$ cat src/rtl/vc_deserializer_pkg.sv
// Shared constants and helpers for the narrow-to-wide val/rdy deserializer.
// The word count doubles as the state, so only widths and lane helpers live here.
package vc_deserializer_pkg;

   localparam int unsigned DefaultInNbits = 8;
   localparam int unsigned DefaultNwords  = 4;

   // Phase is decoded from the count register. It is never stored separately.
   typedef enum logic {
      PhaseFill = 1'b0,
      PhaseFull = 1'b1
   } phase_e;

   function automatic int unsigned cntNbits(input int unsigned nwords);
      return $clog2(nwords) + 1;
   endfunction

   function automatic int unsigned laneLsb(input int unsigned lane, input int unsigned nbits);
      return lane * nbits;
   endfunction

endpackage

$ cat src/rtl/vc_deserializer_if.sv
// Generic val/rdy channel. The master drives val/msg and the slave drives rdy.
interface vc_deserializer_if #(
   parameter int unsigned p_nbits = 8
) ();

   logic               val;
   logic               rdy;
   logic [p_nbits-1:0] msg;

   modport master (output val, output msg, input rdy);
   modport slave  (input val, input msg, output rdy);

endinterface

$ cat src/rtl/vc_deserializer_ctrl.sv
// Deserializer control: the word counter, in_rdy/out_val, and the one-hot decode
// that selects which lane captures the incoming narrow word.
module vc_DeserCtrl
   import vc_deserializer_pkg::*;
#(
   parameter  int unsigned p_nwords    = DefaultNwords,
   localparam int unsigned c_cnt_nbits = cntNbits(p_nwords)
) (
   input  logic                   clk,
   input  logic                   reset,
   input  logic                   in_val_i,
   input  logic                   out_rdy_i,
   output logic                   in_rdy_o,
   output logic                   out_val_o,
   output logic [p_nwords-1:0]    lane_en_o,
   output logic [c_cnt_nbits-1:0] count_o
);

   localparam logic [c_cnt_nbits-1:0] FullCount = c_cnt_nbits'(p_nwords);
   localparam logic [c_cnt_nbits-1:0] OneCount  = c_cnt_nbits'(1);

   logic [c_cnt_nbits-1:0] count_q;
   logic [c_cnt_nbits-1:0] count_d;
   phase_e                 phase;
   logic                   doIn;
   logic                   doOut;

   assign phase     = (count_q == FullCount) ? PhaseFull : PhaseFill;
   assign out_val_o = (phase == PhaseFull);

   // When FULL, a word can still enter in the cycle the wide message leaves.
   assign in_rdy_o  = reset && ((phase == PhaseFill) || out_rdy_i);
   assign doIn      = in_val_i && in_rdy_o;
   assign doOut     = out_val_o && out_rdy_i;
   assign count_o   = count_q;

   always_comb begin
      count_d   = count_q;
      lane_en_o = '0;
      if (doIn && doOut) begin
         count_d      = OneCount;
         lane_en_o[0] = 1'b1;
      end else if (doOut) begin
         count_d = '0;
      end else if (doIn) begin
         count_d = count_q + OneCount;
         for (int k = 0; k < int'(p_nwords); k++) begin
            if (count_q == c_cnt_nbits'(k)) begin
               lane_en_o[k] = 1'b1;
            end
         end
      end
   end

   always_ff @(posedge clk or negedge reset) begin
      if (!reset) begin
         count_q <= '0;
      end else begin
         count_q <= count_d;
      end
   end

endmodule

$ cat src/rtl/vc_deserializer_enreg.sv
// Enable register with an asynchronous active-low clear. One instance holds one lane.
module vc_EnReg #(
   parameter int unsigned p_nbits = 8
) (
   input  logic               clk,
   input  logic               reset,
   input  logic               en_i,
   input  logic [p_nbits-1:0] d_i,
   output logic [p_nbits-1:0] q_o
);

   logic [p_nbits-1:0] data_q;

   always_ff @(posedge clk or negedge reset) begin
      if (!reset) begin
         data_q <= '0;
      end else if (en_i) begin
         data_q <= d_i;
      end
   end

   assign q_o = data_q;

endmodule

$ cat src/rtl/vc_deserializer.sv
// Packs p_nwords narrow val/rdy words into one wide message, first word in the LSB lane.
// Pipe-style: a word may enter in the same cycle that a full wide message leaves.
module vc_deserializer
   import vc_deserializer_pkg::*;
#(
   parameter  int unsigned p_in_nbits  = DefaultInNbits,
   parameter  int unsigned p_nwords    = DefaultNwords,
   localparam int unsigned c_cnt_nbits = cntNbits(p_nwords)
) (
   input  logic                   clk,
   input  logic                   reset,
   vc_deserializer_if.slave       in_if,
   vc_deserializer_if.master      out_if,
   output logic [c_cnt_nbits-1:0] count
);

   logic [p_nwords-1:0]            laneEn;
   logic [p_in_nbits*p_nwords-1:0] laneData;
   logic                           inRdy;
   logic                           outVal;

   vc_DeserCtrl #(
      .p_nwords (p_nwords)
   ) u_ctrl (
      .clk       (clk),
      .reset     (reset),
      .in_val_i  (in_if.val),
      .out_rdy_i (out_if.rdy),
      .in_rdy_o  (inRdy),
      .out_val_o (outVal),
      .lane_en_o (laneEn),
      .count_o   (count)
   );

   // Lanes are not cleared on emit. Each one is rewritten before the next out_val.
   for (genvar k = 0; k < int'(p_nwords); k++) begin : g_lane
      vc_EnReg #(
         .p_nbits (p_in_nbits)
      ) u_lane (
         .clk   (clk),
         .reset (reset),
         .en_i  (laneEn[k]),
         .d_i   (in_if.msg),
         .q_o   (laneData[laneLsb(k, p_in_nbits) +: p_in_nbits])
      );
   end

   assign in_if.rdy  = inRdy;
   assign out_if.val = outVal;
   assign out_if.msg = laneData;

   inValKnown: assert property (@(posedge clk) disable iff (!reset) !$isunknown(in_if.val));

endmodule

$ cat src/flat_wrapper.sv
// flat-port wrapper written by rule: the top's interface ports become plain ports
module vc_deserializer_flat import vc_deserializer_pkg::*;
#(
   parameter  int unsigned p_in_nbits  = DefaultInNbits,
   parameter  int unsigned p_nwords    = DefaultNwords,
   localparam int unsigned c_cnt_nbits = cntNbits(p_nwords)
)
  (clk, reset, count, in_if_val, in_if_msg, in_if_rdy, out_if_val, out_if_msg, out_if_rdy);
  vc_deserializer_if #(.p_nbits((8))) in_if_i ();
  vc_deserializer_if #(.p_nbits((8) * (4))) out_if_i ();
  input  logic clk;
  input  logic reset;
  output logic [c_cnt_nbits-1:0] count;
  input wire logic [$bits(in_if_i.val)-1:0] in_if_val;
  input wire logic [$bits(in_if_i.msg)-1:0] in_if_msg;
  output wire logic [$bits(in_if_i.rdy)-1:0] in_if_rdy;
  output wire logic [$bits(out_if_i.val)-1:0] out_if_val;
  output wire logic [$bits(out_if_i.msg)-1:0] out_if_msg;
  input wire logic [$bits(out_if_i.rdy)-1:0] out_if_rdy;
  assign in_if_i.val = in_if_val;
  assign in_if_i.msg = in_if_msg;
  assign in_if_rdy = in_if_i.rdy;
  assign out_if_val = out_if_i.val;
  assign out_if_msg = out_if_i.msg;
  assign out_if_i.rdy = out_if_rdy;
  vc_deserializer #(.p_in_nbits(p_in_nbits), .p_nwords(p_nwords)) u_core (.clk(clk), .reset(reset), .in_if(in_if_i), .out_if(out_if_i), .count(count));
endmodule
$ cat config.mk
export PLATFORM = sky130hd
export DESIGN_NAME = vc_deserializer_flat
export DESIGN_NICKNAME = d
export VERILOG_FILES = /design/src/rtl/vc_deserializer_pkg.sv /design/src/rtl/vc_deserializer_if.sv /design/src/rtl/vc_deserializer_ctrl.sv /design/src/rtl/vc_deserializer_enreg.sv /design/src/rtl/vc_deserializer.sv /design/src/flat_wrapper.sv
export SDC_FILE = /design/constraint.sdc
export NUM_CORES = 1
export LEC_CHECK = 0
export BUFFER_PORTS_ARGS = -buffer_cell sky130_fd_sc_hd__buf_4
export CAP_MARGIN = 25
export CORE_MARGIN = 3
export CORE_UTILIZATION = 40
export CTS_CLUSTER_SIZE = 16
export DETAILED_ROUTE_END_ITERATION = 12
export GPL_ROUTABILITY_DRIVEN = 0
export GPL_TIMING_DRIVEN = 0
export PLACE_DENSITY = 0.66
export SETUP_SLACK_MARGIN = 0.15
export SLEW_MARGIN = 20
export SYNTH_ARGS = -nofsm -noshare
export SYNTH_HDL_FRONTEND = slang
export SYNTH_SLANG_ARGS = --single-unit
$ cat constraint.sdc
create_clock -name clk -period 3 [get_ports clk]
set_input_delay 0.75 -clock clk [delete_from_list [all_inputs] [get_ports clk]]
set_output_delay 0.75 -clock clk [all_outputs]
set_load 0.02 [all_outputs]
==> results of run 1 <==
[registers in the layout, summed over array words and instances (netlist names)]
signal / flops
u_core.g_lane.u_lane.q_o: 32
u_core.u_ctrl.count_o: 3
[per-layer routing]
layer	vias to the layer above	wire, µm
li1	441	-
met1	491	1330
met2	36	1620
met3	5	146
met4	0	48
met5	-	0
[layout by cell type (no fill, tap or decap), types with 2 or more instances in the layout]
| master | n |
|---|---|
| and2_2 | 2 |
| buf_4 | 48 |
| buf_6 | 2 |
| clkbuf_8 | 7 |
| dfrtp_1 | 35 |
| ha_1 | 5 |
| inv_1 | 4 |
| mux2_2 | 24 |
| mux2_4 | 8 |
| nand2_2 | 2 |
| o21ai_0 | 3 |
[through the flow]
| step | worst slack [ps] | util [%] | hold WS (ps) | instance area (µm²) |
|---|---|---|---|---|
| global route | 621 | 57.9 | 458 | 2010 |
| detailed placement | 690 | 55.0 | 495 | 1910 |
| CTS | 683 | 57.9 | 436 | 2010 |
| floorplan | 1080 | - | 454 | 1490 |
| global placement | 724 | 55.0 | 489 | 1910 |
| finish | 683 | 57.9 | 421 | 2010 |
[power breakdown]
group	leakage (nW)	switching [W]	internal, W
Combinational	0.537	0.000537	0.000545
Sequential	0.435	0.000142	0.000697
Clock	0.0515	0.000154	0.000209
Total	1.02	0.000833	0.00145
[path summary, 6_finish.rpt]
check                                          startpoint  depth (start not counted)                        endpoint
max                              u_core.u_ctrl.count_o[0]                          5                       in_if_rdy
min                                                 reset                          1  u_core.g_lane[3].u_lane.q_o[7]
max reg2reg                      u_core.u_ctrl.count_o[0]                          5  u_core.g_lane[3].u_lane.q_o[2]
min reg2reg                u_core.g_lane[3].u_lane.q_o[1]                          1  u_core.g_lane[3].u_lane.q_o[1]
max in group asynchronous                           reset                          1  u_core.g_lane[1].u_lane.q_o[1]
min in group clk           u_core.g_lane[3].u_lane.q_o[1]                          1  u_core.g_lane[3].u_lane.q_o[1]
[layout make-up]
| cell class | count | area, µm² |
|---|---|---|
| buffer | 2 | 22.5 |
| clock buffer | 8 | 100 |
| fill | 308 | 1460 |
| inverter | 4 | 15.0 |
| multi-input combinational | 55 | 577 |
| sequential | 35 | 876 |
| tap | 46 | 57.6 |
| timing repair buffer | 48 | 360 |
[worst reg2reg max path: cells and delay by family (launching register included)]
family | cells | cell delay [ps]
buffers and inverters | 1 | 90
flip-flops | 1 | 450
multiplexers | 1 | 370
AND/OR/NAND/NOR | 2 | 410
adder cells (fa/ha/maj) | 1 | 240
[logic make-up after synthesis]
logic type / count (synthesis) / synth area share (%)
AND/OR/NAND/NOR: 11 / 5.12
buffers and inverters: 6 / 2.52
adder cells (fa/ha/maj): 5 / 4.20
multiplexers: 32 / 26.2
AO/OA/AOI/OAI: 7 / 3.19
flip-flops: 35 / 58.8
==> results.yml, run 1 <==
critical_path:
  cp_cell_sequence: "inv_1 > ha_1 > nand3b_1 > and2_2 > buf_4"
  critPathSlowestCell: "dfrtp_1"
  worst_setup_path_end_kind: "output port"
  path_buf_inv: 2
  critPathMaxStageDelay_ps: 450
  crit_type: "reg -> out"
  crit_arrival_ps: 1570
  cp_top_family: "flip-flops"
  r2r_slack_ps: 1320
  startpoint_type: "register"
  critPathRequiredTime_ps: 2250
  crit_fanout: 6
clock_network:
  numCtsBuffers: 5
  cts-htree-levels: 2
  cts_root_buf: "clkbuf_8"
  cts.hold.buffers_added: 0
  cts_sinks: 35
  clkTransAtPathRegs_ps: 70
  clk_latency_ps: 280
  cts_tree: "yes"
  cts_resized: 0
  clockBufferDepth: 2
  cts_setup_buffers: 0
route:
  vias_per_cell: 4.91
  drtAntennaViolNets: 0
  remaining_drc_errors: 0
  drtPass1Iterations: 4
  drt-initial-drc-count: 54
  via_count: 973
  wl_per_cell_um: 15.9
  routed_wl_um: 3150
cells_and_area:
  finalNonFillerCells: 198
  diodes: 0
  drive_above_1_share_pct: 63.2
  layout.nets: 168
  syn_to_final_growth_pct: 34.8
min_path:
  hp-class: "in -> async"
power_and_ir_drop:
  power.density_nw_per_um2: 1140
  power_w: 0.00228
  leakagePower_nw: 1.02
  peakVddDrop_v: 0.000535
logic_synthesis:
  synth_ff_type: "dfrtp_1"
  yosysMostFrequentCell: "dfrtp_1"
  synthTopCellsByArea: "dfrtp_1 59%, mux2_2 18%, mux2_4 8.1%"
  yosys_warnings: 0
  netlist.area_leader.share_pct: 58.8
  synth_edf_count: 0
  yosysTopAreaCell: "dfrtp_1"
  postSynthAreaPerCell_um2: 15.5
  yosys_register_bits: 35
  ys_seq_area_share_pct: 58.8
  synth_common_cells: "35 x dfrtp_1, 24 x mux2_2, 8 x mux2_4"
  synth_cells: 96
  synthDistinctLibCells: 20
  synth-async-reset-ratio_pct: 100
  syn_area_um2: 1490
  syn-num-nets: 113
run:
  cap_violations: 0
grt:
  grt_util_met1_pct: 18.7
  use_met3_pct: 3.54
  grt.busiest_layer: "met2"
  grt_start_max_net_pins: 40
  grt_pass1_vias: 1056
  antenna_found_initial: 0
  overflow: 0
  use_met2_pct: 24.9
  grt_pass1_wl_um: 5000
  grt_usage_pct: 15.2
floorplanning:
  io_pins: 49
  die_y_um: 67.0
  die_x_um: 67.0
  start_util_pct: 43.0
  coreArea_um2: 3470
  die_area_um2: 4490
  row_count: 21
timing:
  worst_pin_slew_ps: 473
  fin_crit_sh_pct: 77.2
  finalSetupViolations: 0
  maxSlewViolCount: 0
  fmax_ghz: 0.432
  skew_ps: 4.26
  rsz0062_at_grt: "false"
  fin_crit_ps: 2320
  final-hold-violation-count: 0
  tns_ps: 0
  relSlewSlack_pct: 68.5
placed_design:
  dp_cells: 190
  hpwlAfterDp_um: 2220
  portBuffers: 48
outcome:
  status: "completed"
No activity file was read; power rests on OpenSTA's default activity.
==> run 2: changes to the inputs <==
==> constraint.sdc (replaced) <==
create_clock -name clk -period 2.2 [get_ports clk]
set_input_delay 0.55 -clock clk [delete_from_list [all_inputs] [get_ports clk]]
set_output_delay 0.55 -clock clk [all_outputs]
set_load 0.02 [all_outputs]
==> run 2 against run 1 <==
Against the previous run:
- sequential power rose by 35%
- total power rose by 39%
- routed wire length rose by 1.4%
- first-iteration DRC count fell by 20%
- sequential share of layout area fell by 0.50 points
- final cell count rose by 1.5%
- non-clock buffer count rose by 3
- worst setup slack got worse by 480 ps
- worst hold slack got worse by 200 ps
- clock skew barely moved
- critical path depth did not move
- count of clock-buffer cells in the layout did not move
- largest power group unchanged
==> results.yml, run 2 (synthesized netlist as in run 1, its figures left out) <==
timing:
  rsz0062_at_grt: "false"
  fmax_ghz: 0.501
  tns_ps: 0
  maxSlewViolCount: 0
  final-hold-violation-count: 0
  fin_crit_sh_pct: 90.8
  worst_pin_slew_ps: 471
  fin_crit_ps: 2000
  relSlewSlack_pct: 68.6
  finalSetupViolations: 0
  skew_ps: 3.89
floorplanning:
  die_y_um: 67.0
  io_pins: 49
  die_x_um: 67.0
  start_util_pct: 43.0
  row_count: 21
  die_area_um2: 4490
  coreArea_um2: 3470
critical_path:
  cp_cell_sequence: "inv_2 > ha_2 > nand3b_1 > and2_2 > buf_4"
  worst_setup_path_end_kind: "output port"
  crit_fanout: 4
  path_buf_inv: 2
  cp_top_family: "flip-flops"
  critPathRequiredTime_ps: 1650
  timing.rr.start: "u_core.u_ctrl.count_o[0]"
  r2r-end: "u_core.g_lane[3].u_lane.q_o[2]"
  r2r_cells: 5
  r2r_slack_ps: 550
  critPathSlowestCell: "dfrtp_2"
  startpoint_type: "register"
  crit_arrival_ps: 1450
  critPathMaxStageDelay_ps: 410
  crit_type: "reg -> out"
route:
  via_count: 985
  routed_wl_um: 3190
  vias_per_cell: 4.90
  wl_per_cell_um: 15.9
  drtPass1Iterations: 4
  drtAntennaViolNets: 0
  drt-initial-drc-count: 43
  remaining_drc_errors: 0
clock_network:
  cts_sinks: 35
  clkTransAtPathRegs_ps: 70
  clockBufferDepth: 2
  cts-htree-levels: 2
  clk_latency_ps: 280
  numCtsBuffers: 5
  cts_root_buf: "clkbuf_8"
  cts_tree: "yes"
grt:
  antenna_found_initial: 0
  grt_usage_pct: 15.3
  grt_pass1_wl_um: 5030
  grt_start_max_net_pins: 40
  grt_pass1_vias: 1061
  overflow: 0
power_and_ir_drop:
  p_int_w: 0.00202
  power.switching_w: 0.00115
  switching_share_pct: 36.4
  clockPowerShare_pct: 15.6
  leakagePower_nw: 1.04
  power.density_nw_per_um2: 1560
  peakVddDrop_v: 0.000793
  pwr-share-seq_pct: 35.7
  combPwrFrac_pct: 48.7
cells_and_area:
  syn_to_final_growth_pct: 36.5
  finalNonFillerCells: 201
  drive_above_1_share_pct: 66.5
  mostFrequentLayoutCells: "51 x buf_4, 34 x dfrtp_1, 24 x mux2_2, 8 x mux2_4, 7 x clkbuf_8"
  final_common_cell: "buf_4"
  fill_cells: 305
  multi_input_area_um2: 579
  diodes: 0
  largest_reg_flops: 32
  seq_area_um2: 877
  layout.nets: 171
placed_design:
  portBuffers: 48
  hpwlAfterDp_um: 2220
  dp_cells: 190
outcome:
  status: "completed"
run:
  cap_violations: 0
min_path:
  hp-class: "in -> async"
==> run 2: cell count changes in the layout (fill, tap and decap cells not counted), sizes merged <==
cell	delta
buf	+3
==> run 2: what timing repair did <==
action / CTS / global route
cloned: 0 / 0
setup endpoints to repair: 1 / 1
resized for setup: 2 / 2
buffers inserted: 2 / 1
hold buffers: 0 / 0
==> run 2: power by group through the flow <==
| stage | sequential, W | clock, W | combinational (W) |
|---|---|---|---|
| 2_1_floorplan | 0.00150 | 0 | 0.000483 |
| 3_3_place_gp | 0.00113 | 0 | 0.00147 |
| 3_5_place_dp | 0.00115 | 0 | 0.00150 |
| 4_1_cts | 0.00113 | 0.000508 | 0.00155 |
| 5_1_grt | 0.00117 | 0.000532 | 0.00166 |
| 6_report | 0.00113 | 0.000495 | 0.00154 |
==> run 2: final cells by class <==
type / instances / share of cell area [%]
Tap cell: 46 / 2.83
Clock buffer: 8 / 4.92
Inverter: 4 / 0.738
Sequential cell: 35 / 43.1
Multi-Input combinational cell: 55 / 28.5
Timing Repair Buffer: 51 / 18.8
Buffer: 2 / 1.11
==> run 2: how the worst max path moves through the flow <==
stage / start / endpoint / slack (ps) / cells after the start
floorplan: u_core.u_ctrl.count_o[0] / in_if_rdy / 510 / 4
global placement: reset / u_core.g_lane[0].u_lane.q_o[4] / 150 / 6
detailed placement: reset / u_core.g_lane[0].u_lane.q_o[3] / 120 / 6
CTS: u_core.u_ctrl.count_o[0] / in_if_rdy / 170 / 5
global route: u_core.u_ctrl.count_o[0] / in_if_rdy / 130 / 5
finish: u_core.u_ctrl.count_o[0] / in_if_rdy / 200 / 5
==> run 2: metal layers <==
metal  GRT usage, %  share of wire [%]  routed length [µm]  vias up
met3           3.54                3.9                 123        5
met4           6.33                1.5                  48        0
met5              0                  0                   0        -
met2           25.3                 52                1650       30
met1           19.1                 43                1370      499
li1               -                  -                   -      451
==> run 2: through the flow <==
stage | hold slack, ps | power (W) | worst slack (ps) | utilization [%] | cell area (µm²)
after detailed placement | 495 | 0.00265 | 119 | 55.0 | 1910
after CTS | 236 | 0.00318 | 175 | 58.4 | 2030
after global placement | 489 | 0.00261 | 151 | 55.0 | 1910
after global routing | 258 | 0.00336 | 132 | 58.7 | 2030
after floorplan | 254 | 0.00199 | 505 | - | 1490
final | 221 | 0.00317 | 203 | 58.7 | 2030
